==> config.mk <==
export PLATFORM = sky130hd
export DESIGN_NAME = alu_add16_arbiter
export DESIGN_NICKNAME = d
export VERILOG_FILES = /design/src/rtl/alu_add16_arbiter.sv
export SDC_FILE = /design/constraint.sdc
export NUM_CORES = 1
export LEC_CHECK = 0
export CORE_ASPECT_RATIO = 1.25
export CORE_MARGIN = 2
export CORE_UTILIZATION = 45
export DETAILED_ROUTE_END_ITERATION = 10
export GPL_TIMING_DRIVEN = 0
export PLACE_DENSITY_LB_ADDON = 0.2
export SYNTH_ARGS = -nofsm -noshare
export SYNTH_HDL_FRONTEND = slang
export SYNTH_HIERARCHICAL = 1
export SYNTH_SLANG_ARGS = --single-unit
==> constraint.sdc <==
create_clock -name clk -period 2.6 [get_ports clk]
set_input_delay 0.65 -clock clk [delete_from_list [all_inputs] [get_ports clk]]
set_output_delay 0.65 -clock clk [all_outputs]
set_load 0.01 [all_outputs]
==> src/rtl/alu_add16_arbiter.sv <==
// rtl/alu_add16_arbiter.sv - round-robin arbiter sharing one 16-bit unsigned adder among NREQ requesters
// Define ALU_ADD16_ARB_STATS_EN to add saturating grant_count/ovf_count outputs.

module alu_add16 (
    input  logic [15:0] a,
    input  logic [15:0] b,
    output logic [15:0] sum,
    output logic        carry
);
    assign {carry, sum} = {1'b0, a} + {1'b0, b};
endmodule

module alu_add16_arbiter #(
    parameter int NREQ = 4,
    parameter int PTRW = 2
) (
    input  logic                 clk,
    input  logic                 rst,
    input  logic [NREQ-1:0]      req_valid,
    output logic [NREQ-1:0]      req_ready,
    input  logic [16*NREQ-1:0]   req_a,
    input  logic [16*NREQ-1:0]   req_b,
    output logic [NREQ-1:0]      resp_valid,
    input  logic [NREQ-1:0]      resp_ready,
    output logic [15:0]          resp_out,
    output logic                 resp_overflow,
    output logic                 busy
`ifdef ALU_ADD16_ARB_STATS_EN
    ,
    output logic [15:0]          grant_count,
    output logic [15:0]          ovf_count
`endif
);
    typedef enum logic [1:0] {IDLE, EXEC, RESP} state_t;

    state_t          state, state_nxt;
    logic [PTRW-1:0] rr_ptr, grant, win, idx;
    logic            found;
    logic [15:0]     op_a, op_b, sum;
    logic            carry;
    logic            capture, exec, accept;

    alu_add16 u_add (
        .a     (op_a),
        .b     (op_b),
        .sum   (sum),
        .carry (carry)
    );

    // First valid requester at or after rr_ptr, wrapping modulo NREQ.
    always_comb begin
        found = 1'b0;
        win   = '0;
        idx   = '0;
        for (int k = 0; k < NREQ; k++) begin
            idx = PTRW'((int'(rr_ptr) + k) % NREQ);
            if (!found && req_valid[idx]) begin
                found = 1'b1;
                win   = idx;
            end
        end
    end

    always_comb begin
        state_nxt = state;
        req_ready = '0;
        capture   = 1'b0;
        exec      = 1'b0;
        accept    = 1'b0;
        case (state)
            IDLE: begin
                if (found) begin
                    req_ready = NREQ'(1) << win;
                    capture   = 1'b1;
                    state_nxt = EXEC;
                end
            end
            EXEC: begin
                exec      = 1'b1;
                state_nxt = RESP;
            end
            RESP: begin
                if (resp_ready[grant]) begin
                    accept    = 1'b1;
                    state_nxt = IDLE;
                end
            end
            default: state_nxt = IDLE;
        endcase
    end

    always_ff @(posedge clk) begin
        if (rst) begin
            state <= IDLE;
        end else begin
            state <= state_nxt;
        end
    end

    always_ff @(posedge clk) begin
        if (rst) begin
            rr_ptr        <= '0;
            grant         <= '0;
            op_a          <= '0;
            op_b          <= '0;
            resp_valid    <= '0;
            resp_out      <= '0;
            resp_overflow <= 1'b0;
        end else begin
            if (capture) begin
                op_a   <= req_a[16*win +: 16];
                op_b   <= req_b[16*win +: 16];
                grant  <= win;
                rr_ptr <= PTRW'((int'(win) + 1) % NREQ);
            end
            if (exec) begin
                resp_out      <= sum;
                resp_overflow <= carry;
                resp_valid    <= NREQ'(1) << grant;
            end
            if (accept) begin
                resp_valid <= '0;
            end
        end
    end

    assign busy = (state != IDLE);

`ifdef ALU_ADD16_ARB_STATS_EN
    always_ff @(posedge clk) begin
        if (rst) begin
            grant_count <= '0;
            ovf_count   <= '0;
        end else begin
            if (capture && grant_count != 16'hFFFF) begin
                grant_count <= grant_count + 16'd1;
            end
            if (exec && carry && ovf_count != 16'hFFFF) begin
                ovf_count <= ovf_count + 16'd1;
            end
        end
    end
`endif

endmodule
==> flow_metrics.tcl <==
set metrics [dict create \
    dp_cells 789 \
    port_buffers 162 \
    fmax_mhz 393 \
    cts_tree "built" \
    hold_buffers 0 \
    yosysTopAreaCell "dfxtp_1" \
    rsz0062_at_grt "false" \
    pwr_density_cell_nw_per_um2 666 \
    gp_congestion 0.853 \
    routedWlPerCell_um 16.6 \
    combinationalPowerShare_pct 42.5 \
    final_cell_mix "clkdlybuf4s50_1, nand2_1, dfxtp_1" \
    cts_buffer_depth 2 \
    p_clk_share_pct 30.1 \
    via_count 4595 \
    ios 164 \
    synth-compound-area-share_pct 31.2 \
    yosys_most_used_dff "dfxtp_1" \
    setup_violations 0 \
    fp.dieH_um 112 \
    finalInstanceArea_sq_um 6470 \
    fin_setup_tns_ns 0 \
    finalHoldViolCount 0 \
    p_int_mw 2.85 \
    dpl_cell_area_sq_um 6000 \
    finalNetCount 845 \
    synthSimpleGateAreaFrac_pct 18.8 \
    clkLatencyLatePin_ns 0.33 \
    switchingPower_mw 1.47 \
    htreeDepth 3 \
    yosysUniqueCellTypes 62 \
    core_sq_um 9130 \
    yosysSeqAreaShare_pct 28.0 \
    die-area_sq_um 10200 \
    dp.final_hpwl_um 10500 \
    clock_skew_ns 0.00657 \
    syn_area_sq_um 4220 \
    grt_pass1_wl_um 22100 \
    grt_remaining_overflow 0 \
    viasPerCell 5.62 \
    muxShareOfSynthArea_pct 8.12 \
    power_frac_seq_pct 27.5 \
    die_width_um 90.7 \
    synth-xor-area-share_pct 2.28 \
    syn_inst 504 \
    timing.hold.ws_ns 0.452 \
    grt_max_degree 11 \
    yosys-top-cells-area "dfxtp_1, o211ai_2, mux2i_1" \
    post-route-period-util_pct 97.9 \
    layout_commonest_cell "clkdlybuf4s50_1" \
    critPathCaptureType "primary output" \
    syn_area_per_cell_sq_um 8.38 \
    antenna_found_initial 0 \
    worst_pin_slew_ns 0.649 \
    start_util_pct 46.3 \
    grt.total_usage_pct 26.7 \
    cts_root_buffer "clkbuf_16" \
    finish.cell_count_without_fillers 818 \
    grt_pass1_vias 4615 \
    slew_viol_final 0 \
    vdd_drop_max_v 0.000415 \
    slew_headroom_pct 56.6 \
    synthAdderAreaFrac_pct 5.21 \
    power.leakage_nw 2.79 \
    area_growth_pct 53.3 \
    worst_setup_path_start_kind "input port" \
    drt-initial-drc-count 235 \
    drcViolationCount 0 \
    syn-num-nets 659 \
    min_period_ns 2.55 \
    async_reset_ff_share_pct 0 \
    totalWireLength_um 13500 \
    antennaDiodeCount 0 \
    maxCapViolCount 0 \
    clk_pin_slew_ns 0.05 \
    antenna_left 0 \
    status "completed" \
    synth-edff-count 0 \
    min_from "resp_out[7]" \
    synth_top_family_by_area "compound AO/OA/AOI/OAI gates" \
    crit_type "input port to primary output" \
    drive_above_1_share_pct 15.4 \
    r2r_start "op_a[0]" \
    arrival_ns 1.90 \
    clock_sinks 59 \
    drt_first_pass_iters 5 \
    synth.top_cell.area_share_pct 28.0 \
    worstHoldPathType "flop to flop" \
    yosys_register_bits 59 \
    required_ns 1.95 \
    ys_warn_count 6 \
    cts-buffers-inserted 9 \
    rows 39 \
    critPathLaunch "req_valid[1]" \
    swShare_pct 34.0 \
    cp_max_fo 5 \
]
## routing by layer
| layer | routed length (um) | vias to the layer above | global-route usage [%] |
|---|---|---|---|
| met3 | 777 | 38 | 4.43 |
| met5 | 0 | - | 0 |
| met4 | 385 | 0 | 11.7 |
| met1 | 5310 | 2129 | 29.4 |
| li1 | - | 2221 | - |
| met2 | 7070 | 207 | 49.9 |
## sequential cells by signal (all words and copies together), names as in the netlist
name           flops
resp_out          16
resp_valid         4
op_b              16
grant              2
op_a              16
state              2
resp_overflow      1
rr_ptr             2
## power by group through the flow
stage                     Clock (mW)  Combinational [mW]  Sequential (mW)
after floorplan                    0                1.15             1.17
after global placement             0                1.68             1.19
after detailed placement           0                1.72             1.20
after CTS                       1.29                1.81             1.18
after global routing            1.33                2.01             1.20
final                           1.30                1.83             1.19
## worst max-delay path, stage by stage
cell and delay [ns]:
dlygate4sd2_1 0.25, or2_4 0.27, o31a_1 0.29, buf_4 0.16, nand2_4 0.08, nor3_2 0.05
buf_2 0.15
## kinds of logic after synthesis
| family | count (synthesis) |
|---|---|
| xor+xnor | 11 |
| flops | 59 |
| simple gates | 164 |
| compound gates | 171 |
| buf+inv | 49 |
| fa+ha+maj | 17 |
| mux | 33 |
## area by class of cell
| cell class | count | area, sq um |
|---|---|---|
| Timing Repair Buffer | 176 | 1710 |
| Clock buffer | 12 | 256 |
| Fill cell | 704 | 2650 |
| Buffer | 39 | 238 |
| Tap cell | 123 | 154 |
| Multi-Input combinational cell | 396 | 2830 |
| Sequential cell | 59 | 1180 |
| Inverter | 9 | 33.8 |
| Clock inverter | 4 | 72.6 |
## synth_stat cells (all sizes together), types with 15 or more instances
master	instances
nand2	76
dfxtp	59
a21o	40
o21ai	36
nand3	35
o211ai	35
a21oi	33
mux2i	32
clkbuf	22
buf	18
ha	16
nor2	15
## path summary, 6_finish.rpt
check | slack, ns | endpoint | cells after the start
worst min register to register | 0.45 | resp_out[7] | 2
worst min-delay path | 0.45 | resp_out[7] | 2
worst max-delay path | 0.05 | req_ready[3] | 7
worst max register to register | 0.21 | resp_out[12] | 9
## repair_timing
item,CTS,global route
setup endpoints to repair,4,4
buffers inserted,14,0
resized for setup,39,0
pin swaps,10,2
## through the flow
stage               worst slack, ns  utilization [%]  total power [mW]
detailed placement            -1.00             65.7              2.92
floorplan                     0.173                -              2.32
CTS                          0.0359             71.0              4.29
global route                0.00836             71.0              4.54
global placement             -0.943             65.7              2.87
finish                       0.0538             71.0              4.31
Note: power is estimated with default switching activity, not from simulation.
